--- src/rtl/timer_scheduler_if.sv ---
// Requester and timer signals of the shared timestamp scheduler.
// The scheduler is the slave side; requesters and timer drive the master side.
interface timer_scheduler_if #(
    parameter int N_REQ = 2
);
    logic [N_REQ-1:0] req;
    logic [N_REQ-1:0] ack;
    logic [N_REQ-1:0] gnt;
    logic [15:0]      stamp;
    logic             err;
    logic             busy;
    logic             t_en;
    logic             t_valid;
    logic [15:0]      t_out;

    modport master (
        output req, t_valid, t_out,
        input  ack, gnt, stamp, err, busy, t_en
    );

    modport slave (
        input  req, t_valid, t_out,
        output ack, gnt, stamp, err, busy, t_en
    );
endinterface

--- src/rtl/timer_scheduler.sv ---
// Round-robin sharing of one timestamp timer between N_REQ requesters,
// with a 4-phase req/ack return path and a response timeout.
module timer_scheduler #(
    parameter int N_REQ   = 2,
    parameter int TIMEOUT = 4
) (
    input logic              clock_1,
    input logic              reset,
    timer_scheduler_if.slave bus
);
    localparam int IW = (N_REQ > 2) ? 2 : 1;
    localparam logic [3:0] TMO = 4'(TIMEOUT);
    localparam logic [IW-1:0] LAST_RST = IW'(N_REQ - 1);

    typedef enum logic [1:0] {
        IDLE,
        EN,
        WAIT,
        RESP
    } state_e;

    state_e           state_q, state_d;
    logic [N_REQ-1:0] gnt_q, gnt_d;
    logic [N_REQ-1:0] ack_q, ack_d;
    logic [15:0]      stamp_q, stamp_d;
    logic             err_q, err_d;
    logic             t_en_q, t_en_d;
    logic             busy_q, busy_d;
    logic [IW-1:0]    last_q, last_d;
    logic [3:0]       cnt_q, cnt_d;

    logic [IW-1:0]    pick_idx;
    logic [N_REQ-1:0] pick;
    logic             held;

    // Highest offset first so the closest requester after last wins.
    always_comb begin
        pick_idx = last_q;
        for (int i = N_REQ; i >= 1; i--) begin
            for (int k = 0; k < N_REQ; k++) begin
                if (k == (int'(last_q) + i) % N_REQ && bus.req[k]) begin
                    pick_idx = IW'(k);
                end
            end
        end
        pick = '0;
        for (int k = 0; k < N_REQ; k++) begin
            pick[k] = (IW'(k) == pick_idx);
        end
    end

    assign held = |(bus.req & gnt_q);

    always_comb begin
        state_d = state_q;
        gnt_d   = gnt_q;
        ack_d   = ack_q;
        stamp_d = stamp_q;
        err_d   = err_q;
        t_en_d  = 1'b0;
        last_d  = last_q;
        cnt_d   = cnt_q;
        unique case (state_q)
            IDLE: begin
                if (|bus.req) begin
                    gnt_d   = pick;
                    last_d  = pick_idx;
                    t_en_d  = 1'b1;
                    state_d = EN;
                end
            end
            EN: begin
                cnt_d   = '0;
                state_d = WAIT;
            end
            WAIT: begin
                if (bus.t_valid) begin
                    stamp_d = bus.t_out;
                    err_d   = 1'b0;
                    ack_d   = gnt_q;
                    state_d = RESP;
                end else if (cnt_q == TMO) begin
                    stamp_d = '0;
                    err_d   = 1'b1;
                    ack_d   = gnt_q;
                    state_d = RESP;
                end else begin
                    cnt_d = cnt_q + 4'd1;
                end
            end
            RESP: begin
                if (!held) begin
                    ack_d   = '0;
                    gnt_d   = '0;
                    err_d   = 1'b0;
                    state_d = IDLE;
                end
            end
            default: state_d = IDLE;
        endcase
        busy_d = (state_d != IDLE);
    end

    always_ff @(posedge clock_1 or negedge reset) begin
        if (!reset) begin
            state_q <= IDLE;
            gnt_q   <= '0;
            ack_q   <= '0;
            stamp_q <= '0;
            err_q   <= 1'b0;
            t_en_q  <= 1'b0;
            busy_q  <= 1'b0;
            last_q  <= LAST_RST;
            cnt_q   <= '0;
        end else begin
            state_q <= state_d;
            gnt_q   <= gnt_d;
            ack_q   <= ack_d;
            stamp_q <= stamp_d;
            err_q   <= err_d;
            t_en_q  <= t_en_d;
            busy_q  <= busy_d;
            last_q  <= last_d;
            cnt_q   <= cnt_d;
        end
    end

    assign bus.ack   = ack_q;
    assign bus.gnt   = gnt_q;
    assign bus.stamp = stamp_q;
    assign bus.err   = err_q;
    assign bus.t_en  = t_en_q;
    assign bus.busy  = busy_q;
endmodule
--- src/flat_wrapper.sv ---
// flat-port wrapper written by rule: the top's interface ports become plain ports
module timer_scheduler_flat 
#(
    parameter int N_REQ   = 2,
    parameter int TIMEOUT = 4
)
  (clock_1, reset, bus_req, bus_t_valid, bus_t_out, bus_ack, bus_gnt, bus_stamp, bus_err, bus_busy, bus_t_en);
  timer_scheduler_if #(.N_REQ(N_REQ)) bus_i ();
  input logic clock_1;
  input logic reset;
  input wire logic [$bits(bus_i.req)-1:0] bus_req;
  input wire logic [$bits(bus_i.t_valid)-1:0] bus_t_valid;
  input wire logic [$bits(bus_i.t_out)-1:0] bus_t_out;
  output wire logic [$bits(bus_i.ack)-1:0] bus_ack;
  output wire logic [$bits(bus_i.gnt)-1:0] bus_gnt;
  output wire logic [$bits(bus_i.stamp)-1:0] bus_stamp;
  output wire logic [$bits(bus_i.err)-1:0] bus_err;
  output wire logic [$bits(bus_i.busy)-1:0] bus_busy;
  output wire logic [$bits(bus_i.t_en)-1:0] bus_t_en;
  assign bus_i.req = bus_req;
  assign bus_i.t_valid = bus_t_valid;
  assign bus_i.t_out = bus_t_out;
  assign bus_ack = bus_i.ack;
  assign bus_gnt = bus_i.gnt;
  assign bus_stamp = bus_i.stamp;
  assign bus_err = bus_i.err;
  assign bus_busy = bus_i.busy;
  assign bus_t_en = bus_i.t_en;
  timer_scheduler #(.N_REQ(N_REQ), .TIMEOUT(TIMEOUT)) u_core (.clock_1(clock_1), .reset(reset), .bus(bus_i));
endmodule
--- config.mk ---
export PLATFORM = sky130hd
export DESIGN_NAME = timer_scheduler_flat
export DESIGN_NICKNAME = d
export VERILOG_FILES = /design/src/rtl/timer_scheduler_if.sv /design/src/rtl/timer_scheduler.sv /design/src/flat_wrapper.sv
export SDC_FILE = /design/constraint.sdc
export NUM_CORES = 1
export LEC_CHECK = 0
export ABC_AREA = 1
export CORE_MARGIN = 5
export CORE_UTILIZATION = 35
export DETAILED_ROUTE_END_ITERATION = 6
export PLACE_DENSITY = 0.65
export SYNTH_ARGS = -nofsm -noshare
export SYNTH_HDL_FRONTEND = slang
export SYNTH_SLANG_ARGS = --single-unit
--- constraint.sdc ---
create_clock -name clock_1 -period 1.35 [get_ports clock_1]
set_clock_uncertainty 0.1 [all_clocks]
set_input_delay 0.27 -clock clock_1 [delete_from_list [all_inputs] [get_ports clock_1]]
set_output_delay 0.27 -clock clock_1 [all_outputs]
set_load 0.01 [all_outputs]
==> reports/summary.txt <==
Status - finished clean
Kind of critical path - reg2out
Cells after synthesis - 154
Detailed Route WL - 3.15 mm
Root buf cell - clkbuf_8
Syn avg cell area - 8.78 um^2
# fillers - 345
Critical Path Start Type - flop
Fin. Hold Viols - 0
DRC - 0
Slew headroom - 0.835
Leak Pwr - 0.00106 uW
Nets@finish - 234
Initial Util - 0.364
Area contributors post-synth - dfrtp_1, nand2_1, nand3_1
Setup TNS Final - 0 ns
Initial antenna violation count - 0
R2R setup slack - 0.09 ns
Yosys warns - 0
Vias in the first global route - 1286
Total GRT Usage - 0.137
Ant. Diodes - 0
Max stage delay cell, worst path - dfrtp_1
Crit path time final - 1.31 ns
Reg clk slew, reported paths - 0.06 ns
Dpl hpwl - 2.39 mm
Hold_buf cts - 0
Aggregate global routing overflow - 0
Via-to-Cell Ratio - 4.68
Post-route ant nets - 0
Data arrival time of the critical path - 0.94 ns
Synth unique cells - 19
Hold crit path type - in2async
Vias after detailed routing - 1216
Pins Over Slew Limit - 0
First-pass GRT wire length - 5.69 mm
Slew @ Worst Pin - 0.248 ns
PD cells - 2060 nW/um^2
FMAX - 761 MHz
Sequential share of the synthesized area - 0.556
Util after Layout - 0.548
DIE AREA - 5210 um^2
Mapped cell area - 1350 um^2
Die Wd - 72.2 um
Family with the most delay on the worst path - flip-flops
Setup Viol. Count Final - 0
CTS H-Tree Depth - 2
Yosys reg bits - 30
CTS tree - done
RSZ-0062 raised after global routing - no
Share of layout cells above drive strength 1 - 0.146
Cell Chain, Critical Path - dlygate4sd2_1
Peak VDD IR - 789 uV
Drt pass-1 iters - 5
Worst path bufs/invs - 1
Max Buffers Root-to-Sink - 2
Synthesis-to-layout area growth - 50.6%
CTS Sinks - 30
Final period util - 0.973
Synth area leader - dfrtp_1
Clk Latency, worst-skew pair - 0.27 ns
Post-synth top area share - 0.537
FP Rows - 22
Drt wl/cell - 12.1 um
Req. time, crit path - 0.98 ns
Largest net degree at the start of global routing - 31
Core area - 3720 um^2
Chip Height - 72.2 um
Syn Nets - 177
TritonCTS buffer count - 5
Critical path endpoint category - primary output
Crit-path max cell delay - 0.38 ns
GP Congestion - 0.733
Io pins - 44
Initial DRC Count - 72
I/O Buffers - 43
# Max-Cap Violations - 0
Crit Path Max Fanout - 2
==> logic make-up (layout without fill, tap and decap cells) <==
group / count (synthesis) / in the layout / share of synthesized area
AOI/OAI and AO/OA: 5 / 5 / 0.0213
xor gates and xnor gates: 1 / 1 / 0.00648
adders and majority gates: 2 / 2 / 0.0185
buffers and inverters: 17 / 75 / 0.0601
DFF: 30 / 30 / 0.556
and+or+nand+nor: 99 / 99 / 0.338
==> where the power goes <==
part           internal [uW]  switching, uW  leakage, uW  total (uW)
logic                    889           1070     0.000634        1960
clock network            415            301    0.0000455         716
registers               1280            238     0.000377        1520
total                   2590           1610      0.00106        4200
==> path summary, 6_finish.rpt <==
kind / start / depth (start not counted) / endpoint
min in group clock_1: u_core.bus.ack[0] / 2 / u_core.bus.ack[0]
max in group asynchronous: reset / 2 / u_core.last_q
worst min register to register: u_core.bus.ack[0] / 2 / u_core.bus.ack[0]
worst min-delay path: reset / 2 / u_core.bus.ack[1]
worst max-delay path: u_core.bus.stamp[9] / 1 / bus_stamp[9]
worst max register to register: u_core.cnt_q[0] / 6 / u_core.cnt_q[2]
==> registers in the layout, indices dropped and copies added, names as in the netlist <==
name	flops
u_core.bus.err	1
u_core.bus.ack	2
u_core.bus.busy	1
u_core.cnt_q	4
u_core.state_q	2
u_core.bus.t_en	1
u_core.last_q	1
u_core.bus.stamp	16
u_core.bus.gnt	2
==> synthesized netlist by cell type, drive strengths merged <==
cell type / n
buf: 3
nand3: 29
inv: 13
ha: 2
nor2: 5
o21ai: 5
nand2: 62
clkinv: 1
nand4: 3
dfrtp: 29
dfstp: 1
xnor2: 1
==> placed cells by master (no fill, tap or decap) <==
| cell type | count |
|---|---|
| nand2_8 | 2 |
| clkbuf_8 | 6 |
| nand4_1 | 3 |
| clkdlybuf4s50_1 | 20 |
| dlygate4sd2_1 | 15 |
| dfrtp_1 | 29 |
| o21ai_0 | 4 |
| nand3_4 | 2 |
| inv_8 | 1 |
| nor2_8 | 1 |
| inv_2 | 4 |
| xnor2_1 | 1 |
| inv_1 | 8 |
| buf_4 | 8 |
| clkdlybuf4s15_1 | 8 |
| nor2_1 | 4 |
| inv_4 | 1 |
| clkbuf_1 | 2 |
| ha_1 | 1 |
| buf_12 | 1 |
| buf_6 | 1 |
| o21ai_2 | 1 |
| dfstp_2 | 1 |
| nand3_1 | 26 |
| nand2_1 | 60 |
| ha_4 | 1 |
| nand3_2 | 1 |
==> timing repair <==
item | 4_1_cts | 5_1_grt
cloned | 0 | 0
setup buffers | 0 | 3
setup endpoints to repair | 23 | 33
resized for setup | 23 | 22
pin swaps | 0 | 3
==> cell type report <==
cell class	count	area [um^2]	share of cell area
Multi-Input combinational cell	107	569	0.279
Sequential cell	30	752	0.369
Clock buffer	8	90.1	0.0442
Inverter	14	62.6	0.0307
Timing Repair Buffer	53	503	0.247
Tap cell	48	60.1	0.0295
==> per-layer routing <==
metal / global-route usage / share of wire / routed length (um)
met1: 0.167 / 0.43 / 1350
met2: 0.219 / 0.48 / 1520
met3: 0.0582 / 0.075 / 237
met4: 0.0459 / 0.013 / 42
met5: 0 / 0 / 0
==> per-stage QoR <==
step           std cells  hold WS, ns  area, um^2  worst slack [ns]  power (uW)
2_1_floorplan        154       -0.126        1360            0.0164        2530
5_1_grt              260        0.257        2040           0.00135        4560
3_5_place_dp         249        0.366        1880            -0.141        3480
6_report             260        0.250        2040            0.0361        4200
3_3_place_gp         249        0.356        1880            -0.105        3420
4_1_cts              257        0.251        1940           0.00650        4010
Power figures use the tool's default switching activity.
